$ cat config.mk
export PLATFORM = sky130hd
export DESIGN_NAME = decode_issue_flat
export DESIGN_NICKNAME = d
export VERILOG_FILES = /design/src/rtl/decode_issue_if.sv /design/src/rtl/decode_issue.sv /design/src/flat_wrapper.sv
export SDC_FILE = /design/constraint.sdc
export NUM_CORES = 1
export LEC_CHECK = 0
export ABC_AREA = 1
export BUFFER_PORTS_ARGS = -buffer_cell sky130_fd_sc_hd__buf_2
export CORE_UTILIZATION = 40
export CTS_CLUSTER_DIAMETER = 200
export DETAILED_ROUTE_END_ITERATION = 10
export PLACE_DENSITY = 0.66
export SLEW_MARGIN = 20
export SYNTH_ARGS = -nofsm -noshare
export SYNTH_HDL_FRONTEND = slang
export SYNTH_SLANG_ARGS = --single-unit
$ cat constraint.sdc
create_clock -name clk -period 1.7 [get_ports clk]
set_input_delay 0.255 -clock clk [delete_from_list [all_inputs] [get_ports clk]]
set_output_delay 0.255 -clock clk [all_outputs]
set_load 0.05 [all_outputs]
$ cat src/rtl/decode_issue_if.sv
// Fetch-to-decode request and decode-to-execute issue bundle.
// The master modport is the decode/issue stage; slave is its environment.
interface decode_issue_if;
    logic [15:0] instr;
    logic [15:0] pc_in;
    logic        instr_valid;
    logic        instr_ready;
    logic        ex_ready;
    logic        flush;
    logic        id_valid;
    logic [4:0]  Alu_op;
    logic [1:0]  Op_ext;
    logic [2:0]  rs;
    logic [2:0]  rt;
    logic [2:0]  rd;
    logic [15:0] imm;
    logic        reg_write;
    logic        mem_read;
    logic        mem_write;
    logic        redirect;
    logic [15:0] redirect_pc;
    logic [15:0] epc;
    logic        halted;

    modport master (
        input  instr, pc_in, instr_valid, ex_ready, flush,
        output instr_ready, id_valid, Alu_op, Op_ext, rs, rt, rd, imm,
               reg_write, mem_read, mem_write, redirect, redirect_pc, epc, halted
    );

    modport slave (
        output instr, pc_in, instr_valid, ex_ready, flush,
        input  instr_ready, id_valid, Alu_op, Op_ext, rs, rt, rd, imm,
               reg_write, mem_read, mem_write, redirect, redirect_pc, epc, halted
    );
endinterface

$ cat src/rtl/decode_issue.sv
// Decode and issue stage: registers the decoded bundle for execute and owns
// the RUN/HALT/EXC machine state, exception PC and fetch redirect.
module decode_issue #(
    parameter logic [15:0] RESET_PC = 16'h0000,
    parameter logic [15:0] SIIC_VEC = 16'h0002
) (
    input  logic          clk,
    input  logic          rst_n,
    decode_issue_if.master bus
);

    typedef enum logic [1:0] {S_RUN, S_HALT, S_EXC} state_e;

    typedef struct packed {
        logic [4:0]  alu_op;
        logic [1:0]  op_ext;
        logic [2:0]  rs;
        logic [2:0]  rt;
        logic [2:0]  rd;
        logic [15:0] imm;
        logic        reg_write;
        logic        mem_read;
        logic        mem_write;
    } bundle_t;

    localparam logic [4:0] OP_HALT = 5'b00000;
    localparam logic [4:0] OP_NOP  = 5'b00001;
    localparam logic [4:0] OP_SIIC = 5'b00010;
    localparam logic [4:0] OP_RTI  = 5'b00011;

    localparam bundle_t BUNDLE_RST = '{alu_op: OP_NOP, op_ext: 2'b00, rs: 3'd0, rt: 3'd0,
                                       rd: 3'd0, imm: 16'h0000, reg_write: 1'b0,
                                       mem_read: 1'b0, mem_write: 1'b0};

    state_e      state_q, state_d;
    bundle_t     bundle_q, dec;
    logic        id_valid_q, id_valid_d;
    logic        redirect_q, redirect_d;
    logic [15:0] redirect_pc_q, redirect_pc_d;
    logic [15:0] epc_q, epc_d;
    logic [4:0]  op;
    logic        instr_ready;
    logic        accept;

    assign op     = bus.instr[15:11];
    assign accept = bus.instr_valid & instr_ready;

    // NOTE: every always_comb output gets a default first, so no path can infer a latch.
    always_comb begin
        dec           = '0;
        dec.alu_op    = op;
        dec.op_ext    = bus.instr[1:0];
        dec.rs        = bus.instr[10:8];
        dec.rt        = bus.instr[7:5];
        casez (op)
            5'b11011, 5'b111??: begin
                dec.rd        = bus.instr[4:2];
                dec.reg_write = 1'b1;
            end
            5'b010??: begin
                dec.rd        = bus.instr[7:5];
                dec.reg_write = 1'b1;
                // ADDI/SUBI sign-extend; XORI/ANDNI are logical and zero-extend.
                dec.imm       = op[1] ? {11'd0, bus.instr[4:0]}
                                      : {{11{bus.instr[4]}}, bus.instr[4:0]};
            end
            5'b101??: begin
                dec.rd        = bus.instr[7:5];
                dec.reg_write = 1'b1;
                dec.imm       = {11'd0, bus.instr[4:0]};
            end
            5'b10001: begin
                dec.rd        = bus.instr[7:5];
                dec.reg_write = 1'b1;
                dec.mem_read  = 1'b1;
                dec.imm       = {{11{bus.instr[4]}}, bus.instr[4:0]};
            end
            5'b10011: begin
                dec.rd        = bus.instr[7:5];
                dec.reg_write = 1'b1;
                dec.mem_write = 1'b1;
                dec.imm       = {{11{bus.instr[4]}}, bus.instr[4:0]};
            end
            5'b10000: begin
                dec.mem_write = 1'b1;
                dec.imm       = {{11{bus.instr[4]}}, bus.instr[4:0]};
            end
            5'b10010: begin
                dec.rd        = bus.instr[10:8];
                dec.reg_write = 1'b1;
                dec.imm       = {8'd0, bus.instr[7:0]};
            end
            5'b11000: begin
                dec.rd        = bus.instr[10:8];
                dec.reg_write = 1'b1;
                dec.imm       = {{8{bus.instr[7]}}, bus.instr[7:0]};
            end
            5'b11001: begin
                dec.rd        = bus.instr[10:8];
                dec.reg_write = 1'b1;
            end
            5'b011??, 5'b00101: dec.imm = {{8{bus.instr[7]}}, bus.instr[7:0]};
            5'b00100:           dec.imm = {{5{bus.instr[10]}}, bus.instr[10:0]};
            5'b00110: begin
                dec.rd        = 3'd7;
                dec.reg_write = 1'b1;
                dec.imm       = {{5{bus.instr[10]}}, bus.instr[10:0]};
            end
            5'b00111: begin
                dec.rd        = 3'd7;
                dec.reg_write = 1'b1;
                dec.imm       = {{8{bus.instr[7]}}, bus.instr[7:0]};
            end
            default: ;
        endcase
    end

    always_comb begin
        state_d       = state_q;
        id_valid_d    = id_valid_q;
        redirect_d    = 1'b0;
        redirect_pc_d = redirect_pc_q;
        epc_d         = epc_q;
        instr_ready   = (state_q == S_RUN) & (~id_valid_q | bus.ex_ready) & ~bus.flush;

        if (bus.flush)                       id_valid_d = 1'b0;
        else if (accept)                     id_valid_d = 1'b1;
        else if (id_valid_q && bus.ex_ready) id_valid_d = 1'b0;

        unique case (state_q)
            S_RUN: begin
                if (accept) begin
                    unique case (op)
                        OP_HALT: state_d = S_HALT;
                        OP_SIIC: begin
                            state_d       = S_EXC;
                            epc_d         = bus.pc_in + 16'd2;
                            redirect_d    = 1'b1;
                            redirect_pc_d = SIIC_VEC;
                        end
                        OP_RTI: begin
                            redirect_d    = 1'b1;
                            redirect_pc_d = epc_q;
                        end
                        default: ;
                    endcase
                end
            end
            S_EXC:   state_d = S_RUN;
            S_HALT:  state_d = S_HALT;
            default: state_d = S_RUN;
        endcase
    end

    // NOTE: sequential state uses non-blocking assignments only, so every register
    // samples pre-edge values regardless of statement order.
    always_ff @(posedge clk or negedge rst_n) begin
        if (!rst_n) begin
            state_q       <= S_RUN;
            bundle_q      <= BUNDLE_RST;
            id_valid_q    <= 1'b0;
            redirect_q    <= 1'b0;
            redirect_pc_q <= 16'h0000;
            epc_q         <= RESET_PC;
        end else begin
            state_q       <= state_d;
            id_valid_q    <= id_valid_d;
            redirect_q    <= redirect_d;
            redirect_pc_q <= redirect_pc_d;
            epc_q         <= epc_d;
            if (accept) bundle_q <= dec;
        end
    end

    assign bus.instr_ready = instr_ready;
    assign bus.id_valid    = id_valid_q;
    assign bus.Alu_op      = bundle_q.alu_op;
    assign bus.Op_ext      = bundle_q.op_ext;
    assign bus.rs          = bundle_q.rs;
    assign bus.rt          = bundle_q.rt;
    assign bus.rd          = bundle_q.rd;
    assign bus.imm         = bundle_q.imm;
    assign bus.reg_write   = bundle_q.reg_write;
    assign bus.mem_read    = bundle_q.mem_read;
    assign bus.mem_write   = bundle_q.mem_write;
    assign bus.redirect    = redirect_q;
    assign bus.redirect_pc = redirect_pc_q;
    assign bus.epc         = epc_q;
    assign bus.halted      = (state_q == S_HALT);

endmodule

$ cat src/flat_wrapper.sv
// flat-port wrapper written by rule: the top's interface ports become plain ports
module decode_issue_flat 
#(
    parameter logic [15:0] RESET_PC = 16'h0000,
    parameter logic [15:0] SIIC_VEC = 16'h0002
)
  (clk, rst_n, bus_instr, bus_pc_in, bus_instr_valid, bus_ex_ready, bus_flush, bus_instr_ready, bus_id_valid, bus_Alu_op, bus_Op_ext, bus_rs, bus_rt, bus_rd, bus_imm, bus_reg_write, bus_mem_read, bus_mem_write, bus_redirect, bus_redirect_pc, bus_epc, bus_halted);
  decode_issue_if bus_i ();
  input  logic clk;
  input  logic rst_n;
  input wire logic [$bits(bus_i.instr)-1:0] bus_instr;
  input wire logic [$bits(bus_i.pc_in)-1:0] bus_pc_in;
  input wire logic [$bits(bus_i.instr_valid)-1:0] bus_instr_valid;
  input wire logic [$bits(bus_i.ex_ready)-1:0] bus_ex_ready;
  input wire logic [$bits(bus_i.flush)-1:0] bus_flush;
  output wire logic [$bits(bus_i.instr_ready)-1:0] bus_instr_ready;
  output wire logic [$bits(bus_i.id_valid)-1:0] bus_id_valid;
  output wire logic [$bits(bus_i.Alu_op)-1:0] bus_Alu_op;
  output wire logic [$bits(bus_i.Op_ext)-1:0] bus_Op_ext;
  output wire logic [$bits(bus_i.rs)-1:0] bus_rs;
  output wire logic [$bits(bus_i.rt)-1:0] bus_rt;
  output wire logic [$bits(bus_i.rd)-1:0] bus_rd;
  output wire logic [$bits(bus_i.imm)-1:0] bus_imm;
  output wire logic [$bits(bus_i.reg_write)-1:0] bus_reg_write;
  output wire logic [$bits(bus_i.mem_read)-1:0] bus_mem_read;
  output wire logic [$bits(bus_i.mem_write)-1:0] bus_mem_write;
  output wire logic [$bits(bus_i.redirect)-1:0] bus_redirect;
  output wire logic [$bits(bus_i.redirect_pc)-1:0] bus_redirect_pc;
  output wire logic [$bits(bus_i.epc)-1:0] bus_epc;
  output wire logic [$bits(bus_i.halted)-1:0] bus_halted;
  assign bus_i.instr = bus_instr;
  assign bus_i.pc_in = bus_pc_in;
  assign bus_i.instr_valid = bus_instr_valid;
  assign bus_i.ex_ready = bus_ex_ready;
  assign bus_i.flush = bus_flush;
  assign bus_instr_ready = bus_i.instr_ready;
  assign bus_id_valid = bus_i.id_valid;
  assign bus_Alu_op = bus_i.Alu_op;
  assign bus_Op_ext = bus_i.Op_ext;
  assign bus_rs = bus_i.rs;
  assign bus_rt = bus_i.rt;
  assign bus_rd = bus_i.rd;
  assign bus_imm = bus_i.imm;
  assign bus_reg_write = bus_i.reg_write;
  assign bus_mem_read = bus_i.mem_read;
  assign bus_mem_write = bus_i.mem_write;
  assign bus_redirect = bus_i.redirect;
  assign bus_redirect_pc = bus_i.redirect_pc;
  assign bus_epc = bus_i.epc;
  assign bus_halted = bus_i.halted;
  decode_issue #(.RESET_PC(RESET_PC), .SIIC_VEC(SIIC_VEC)) u_core (.clk(clk), .rst_n(rst_n), .bus(bus_i));
endmodule
Yosys cells after proc, flatten, opt, wreduce, memory -nomap -nowiden
Index checks and enable logic that the tools add are counted.
{"block": "classes", "addsub": 1, "eq_ne": 20, "n_mux": 16, "bitwise_logic": 6, "n_reduce_logical": 18}
{"operator": "16-bit one-hot mux with 6 select lines", "n": 1}
{"operator": "5-bit == test, second input constant", "n": 7}
{"operator": "16-bit one-hot mux with 2 select lines", "n": 1}
{"operator": "5-bit by 3-bit == test with 1-bit output, second input constant", "n": 4}
{"operator": "16-bit by 2-bit adder with 16-bit output, second input constant", "n": 1}
{"operator": "16-bit 2-to-1 mux", "n": 1}
{"operator": "3-bit one-hot mux with 4 select lines", "n": 1}
{"operator": "11-bit OR reduction", "n": 1}
{"operator": "5-bit by 2-bit == test with 1-bit output, second input constant", "n": 2}
{"operator": "2-bit OR reduction", "n": 5}
{"operator": "1-bit 2-to-1 mux", "n": 9}
{"operator": "2-bit one-hot mux with 2 select lines", "n": 2}
{"operator": "4-bit OR reduction", "n": 2}
{"operator": "3-bit by 2-bit == test with 1-bit output, second input constant", "n": 2}
{"operator": "3-bit == test, second input constant", "n": 2}
{"operator": "3-bit AND reduction", "n": 2}
{"operator": "3-bit OR reduction", "n": 2}
{"operator": "5-bit zero test", "n": 1}
{"operator": "1-bit AND", "n": 3}
{"operator": "3-bit inequality test, second input constant", "n": 1}
{"operator": "3-bit nonzero test", "n": 1}
{"operator": "2-bit by 1-bit == test with 1-bit output, second input constant", "n": 1}
{"operator": "2-bit zero test", "n": 1}
{"operator": "2-bit 2-to-1 mux", "n": 1}
{"operator": "6 further kinds", "n": 7}
{"block": "word_totals", "regBits": 71, "in_bits": 37, "out_inout_bits": 71, "word_cells": 75}

Depth between registers and ports, before layout
{"block": "depth", "word_depth": 7, "depth_mapped": 10, "mapped_depth_nobuf": 9}

Least setup slack after synthesis
No wires, ideal clock.
{"block": "synth_timing", "path_type": "flip-flop to flip-flop", "from": "register u_core.id_valid_q (netlist: u_core.bus.id_valid)", "to": "register u_core.redirect_pc_q[0] (netlist: u_core.bus.redirect_pc[0])", "setup_ns": 0.067, "t_arrival_ns": 1.941, "required_ns": 1.633, "slack_ns": -0.308, "stages_incl_launch_ff": 11, "path_buffers": 3, "period_less_slack_ns": 2.008, "path_cell_list": "dfrtp_1 > inv_1 > nor2_1 > nor3_4 > nand2_2 > buf_6 > inv_2 > buf_6 > buf_6 > nand3_1 > nand2_1"}
{"block": "synth_via", "elab_chain_len": 6}
{"item": "start, declared", "line": "decode_issue.sv:37", "rtl": "logic id_valid_q, id_valid_d;"}
{"item": "start signal, assigned", "line": "decode_issue.sv:167", "rtl": "id_valid_q <= id_valid_d;"}
{"item": "1-bit inverter", "line": "decode_issue.sv:124", "rtl": "instr_ready = (state_q == S_RUN) & (~id_valid_q | bus.ex_ready) & ~bus.flush;"}
{"item": "1-bit bitwise OR", "line": "decode_issue.sv:124"}
{"item": "1-bit AND (2 in series)", "line": "decode_issue.sv:124"}
{"item": "net bus_instr_ready", "line": "flat_wrapper.sv:16", "rtl": "output wire logic [$bits(bus_i.instr_ready)-1:0] bus_instr_ready;"}
{"item": "1-bit AND", "line": "decode_issue.sv:46", "rtl": "assign accept = bus.instr_valid & instr_ready;"}
{"item": "3-bit AND reduction (no line)"}
{"item": "end signal, assigned", "line": "decode_issue.sv:169", "rtl": "redirect_pc_q <= redirect_pc_d;"}
{"item": "end, declared", "line": "decode_issue.sv:39", "rtl": "logic [15:0] redirect_pc_q, redirect_pc_d;"}
The timed path passes the listed nets, and every way through them passes these cells.
A chain may end at the register's enable or synchronous reset.

Worst setup path in the final report
{"block": "layout_timing", "from": "register u_core.state_q[1]", "to": "output port bus_instr_ready"}
{"block": "layout_via", "elab_chain_len": 3}
{"item": "start, declared", "line": "decode_issue.sv:35", "rtl": "state_e state_q, state_d;"}
{"item": "start signal, assigned", "line": "decode_issue.sv:166", "rtl": "state_q <= state_d;"}
{"item": "2-bit zero test", "line": "decode_issue.sv:124"}
{"item": "1-bit AND (2 in series)", "line": "decode_issue.sv:124"}
{"item": "end, declared", "line": "flat_wrapper.sv:16"}
Every way passes these cells.

==> run summary <==
The run finished with clean final reports. TritonCTS built the clock tree. The post-cts gate resize count came out at 0. After routing the design area is 4110 um^2. The total core area came out at 7850 um^2. The worst-case vdd ir drop came out at 0.293 mV. Sequential cells account for 49.3% of the total power. The worst-path cell with the longest stage delay is sky130_fd_sc_hd__dfrtp_1. The net switching power is 870 uW. The placer congestion estimate came out at 0.898. Ranked by total cell area, the synthesized netlist is headed by sky130_fd_sc_hd__dfrtp_1 (49%), sky130_fd_sc_hd__nand2_1 (20%), sky130_fd_sc_hd__nand3_1 (5.8%), sky130_fd_sc_hd__o21ai_0 (4.1%), sky130_fd_sc_hd__nor2_1 (2.3%). The dominant cell type by area after synthesis is sky130_fd_sc_hd__dfrtp_1. The number of global-route vias before repair is 2976. The total length of routed wires is 8020 um. The number of different library cells in the post-synthesis netlist is 29.

The critical path start-end classification is flip-flop to primary output. The maximum clock frequency is 620 MHz. The number of endpoints with negative hold slack in the final report is 0. The number of warnings issued by yosys came out at 0. The post-route minimum period is 1.61 ns. The number of flops mapped to enable cells by yosys is 0.

The clock group share of total power is 40.3%. The number of flip-flops and latches in the synthesized netlist is 66. The initial antenna violation count came out at 0. The clock net in this run drives a total of 66 sinks. Global routing consumed, over all layers together, 20.0% of the routing resources.

The required time at the worst-slack endpoint is 1.44 ns. Clock skew on the completed layout was measured at 0.0135 ns. For this configuration, the core starts out at a cell density of 42.0%.

The total clock buffers created by CTS came out at 9. The post-route clock period utilization came out at 94.9%. The reg-to-reg setup timing slack came out at 0.17 ns. After detailed routing, the number of remaining DRC violations is 0. The horizontal extent of the die came out at 92.8 um. The arrival time at the worst endpoint came out at 1.36 ns. In this run the worst hold path is classified as input port to flip-flop. The largest net degree at the start of global routing came out at 67.

The worst setup path is captured at a primary output. The mean cell area of the mapped netlist came out at 7.87 um^2. The die is 92.8 um tall. The signal on the critical path passes through inv_2, nand2_2, nor3_4, buf_2. The total global routing overflow came out at 0. Setup repair after global routing left no endpoint under its margin. The share of flip-flops with an asynchronous set or reset came out at 100%. The ratio of total power to cell area is 788 nW/um^2. The first routing iteration left 131 violations.

The net count of the finished layout came out at 565. The overall die area is 8610 um^2. The netlist area before placement came out at 3300 um^2. The count of nets left with antenna violations once routing finished came out at 0. The area growth from synthesis to final layout is 24.6%. The H-tree was split into 3 levels.

Port buffering added 107 buffers. The number of ports placed on the die boundary came out at 108. The area fraction of the dominant cell type after synthesis came out at 49.4%. Across the run, the number of max-cap violations was 0.

The clock tree root driver cell is sky130_fd_sc_hd__clkbuf_8. After legalization and detailed placement, the total HPWL measured 6000 um. The number of search-and-repair iterations in the first detailed-routing pass is 5.

STA classifies the critical path startpoint as a flip-flop. The standard cell area after detailed placement came out at 3900 um^2. Internal power comes to 2370 uW. The routed via count divided by cell count came out at 4.83. The overall via count from detail_route came out at 3065. The finished layout holds 634 standard cells, fillers aside. The worst slew slack as a fraction of its limit came out at 64.6%. The cts-stage hold buffer count came out at 1.

The global-route wire length before repair is 13500 um. The reported leakage power is 0.00243 uW. The cell count after synthesis is 419. The fraction of final layout cells sized beyond drive strength 1 is 28.9%. The clock network latency to the later pin of the worst-skew pair is 0.35 ns. Summing the sequential cell areas from Yosys gives 50.2% of the chip area.

In this design, the stage delay of the slowest critical-path cell is 0.40 ns. The clock passes through at most 2 buffers. The proportion of total power due to net switching is 26.9%. In the synthesized netlist the dominant register cell turns out to be sky130_fd_sc_hd__dfrtp_1.

The part of the total power dissipated in combinational logic came out at 10.4%. Summed over all failing endpoints, the final setup total negative slack is 0 ns. The clock transition at the register clock pins on the worst setup and hold paths after CTS is 0.08 ns. The number of max-slew violations in the final report is 0. The repair_antennas step left the layout with diodes totalling 0. The peak fanout along the critical path came out at 3. The placed cell count is 617. The number of placement rows came out at 32. Counting every net in the synthesized netlist gives 457. The transition time of the tightest slew-check pin came out at 0.530 ns. Once the clock tree was built, the setup fixing pass inserted 0 buffers. Dividing the detail-routed wire length by the instance count gives 12.6 um. The setup violation total in the final timing report came out at 0.
final cells by class:
type                    instances  area (um^2)
inverters                      25         96.3
fillers                       817         3740
well taps                     102          128
clock buffers                  10          128
multi-input cells             308         1410
flip-flops and latches         66         1650
clock inverters                 6         66.3
repair buffers                117          626
Yosys cell counts (3+ instances only):
cell type,count
sky130_fd_sc_hd__buf_2,5
sky130_fd_sc_hd__inv_2,8
sky130_fd_sc_hd__nand3b_1,3
sky130_fd_sc_hd__clkbuf_1,4
sky130_fd_sc_hd__inv_1,17
sky130_fd_sc_hd__xor2_1,4
sky130_fd_sc_hd__buf_6,5
sky130_fd_sc_hd__dfrtp_1,65
sky130_fd_sc_hd__nand2_1,178
sky130_fd_sc_hd__nand3_1,38
sky130_fd_sc_hd__nor2_4,3
sky130_fd_sc_hd__nor3_1,5
sky130_fd_sc_hd__a21oi_1,3
sky130_fd_sc_hd__o21ai_0,27
sky130_fd_sc_hd__buf_4,6
sky130_fd_sc_hd__nand4_1,8
sky130_fd_sc_hd__nand2_2,3
sky130_fd_sc_hd__xnor2_1,5
sky130_fd_sc_hd__nor2_1,20
registers in the layout, indices dropped and copies added, names as in the netlist:
signal / count
u_core.bus.Op_ext: 2
u_core.bus.Alu_op: 5
u_core.bus.redirect_pc: 16
u_core.bus.rs: 3
u_core.bus.mem_write: 1
u_core.bus.imm: 11
u_core.bus.mem_read: 1
u_core.bus.rt: 3
u_core.bus.redirect: 1
u_core.bus.rd: 3
u_core.state_q: 2
u_core.bus.id_valid: 1
u_core.bus.epc: 16
u_core.bus.reg_write: 1
critical path, delay by kind of cell, from the launching register on:
family	cells	cell delay [ns]
buffers and inverters	2	0.38
and+or+nand+nor	2	0.23
DFF	1	0.40
layout by cell type (no fill, tap or decap), types with 4 or more instances in the layout:
cell type                  instances
sky130_fd_sc_hd__inv_2             8
sky130_fd_sc_hd__buf_2           107
sky130_fd_sc_hd__nand3_1          38
sky130_fd_sc_hd__nand4_1           8
sky130_fd_sc_hd__nand2_1         178
sky130_fd_sc_hd__xnor2_1           5
sky130_fd_sc_hd__buf_4             8
sky130_fd_sc_hd__o21ai_0          21
sky130_fd_sc_hd__nor3_1            5
sky130_fd_sc_hd__nor2_1           19
sky130_fd_sc_hd__clkbuf_8          9
sky130_fd_sc_hd__o21ai_1           6
sky130_fd_sc_hd__xor2_1            4
sky130_fd_sc_hd__dfrtp_1          64
sky130_fd_sc_hd__inv_1            16
worst paths after layout:
path,start,endpoint,depth (start not counted)
setup / recovery,u_core.state_q[1],bus_instr_ready,4
hold / removal,bus_ex_ready,u_core.bus.id_valid,2
setup reg to reg,u_core.state_q[1],u_core.bus.redirect_pc[1],8
hold reg to reg,u_core.bus.Alu_op[0],u_core.bus.Alu_op[0],2
max in group asynchronous,rst_n,u_core.bus.Alu_op[0],3
min in group asynchronous,rst_n,u_core.bus.rd[2],3
metrics by stage:
step | power (uW) | worst slack (ns) | hold WS, ns | utilization [%]
floorplan | 1810 | -0.245 | -0.0406 | -
global placement | 1960 | 0.161 | 0.301 | 49.7
detailed placement | 1960 | 0.116 | 0.300 | 49.7
CTS | 3260 | 0.0570 | 0.0902 | 52.3
global route | 3380 | 0.0134 | 0.0995 | 52.3
finish | 3240 | 0.0864 | 0.0994 | 52.3
power groups by stage:
stage / Sequential [uW] / Combinational [uW] / Clock, uW
floorplan: 1680 / 128 / 0
detailed placement: 1620 / 337 / 0
finish: 1590 / 336 / 1310
global placement: 1620 / 335 / 0
CTS: 1590 / 340 / 1330
global route: 1600 / 375 / 1410
layer usage:
layer,global-route usage [%],vias up,wire [um]
li1,-,1541,-
met1,24.7,1407,3530
met2,33.6,106,3790
met3,5.25,11,564
met4,6.79,0,129
met5,0,-,0
cell families (layout without fill, tap and decap cells):
kind of cell	Yosys count	count (layout)	synth area share, %
and+or+nand+nor	264	264	34.5
DFF	66	66	50.2
buffers and inverters	45	158	7.14
AOI/OAI and AO/OA	34	34	5.43
xor gates and xnor gates	9	9	2.39
adders and majority gates	1	1	0.380
No activity file was read; power rests on OpenSTA's default activity.
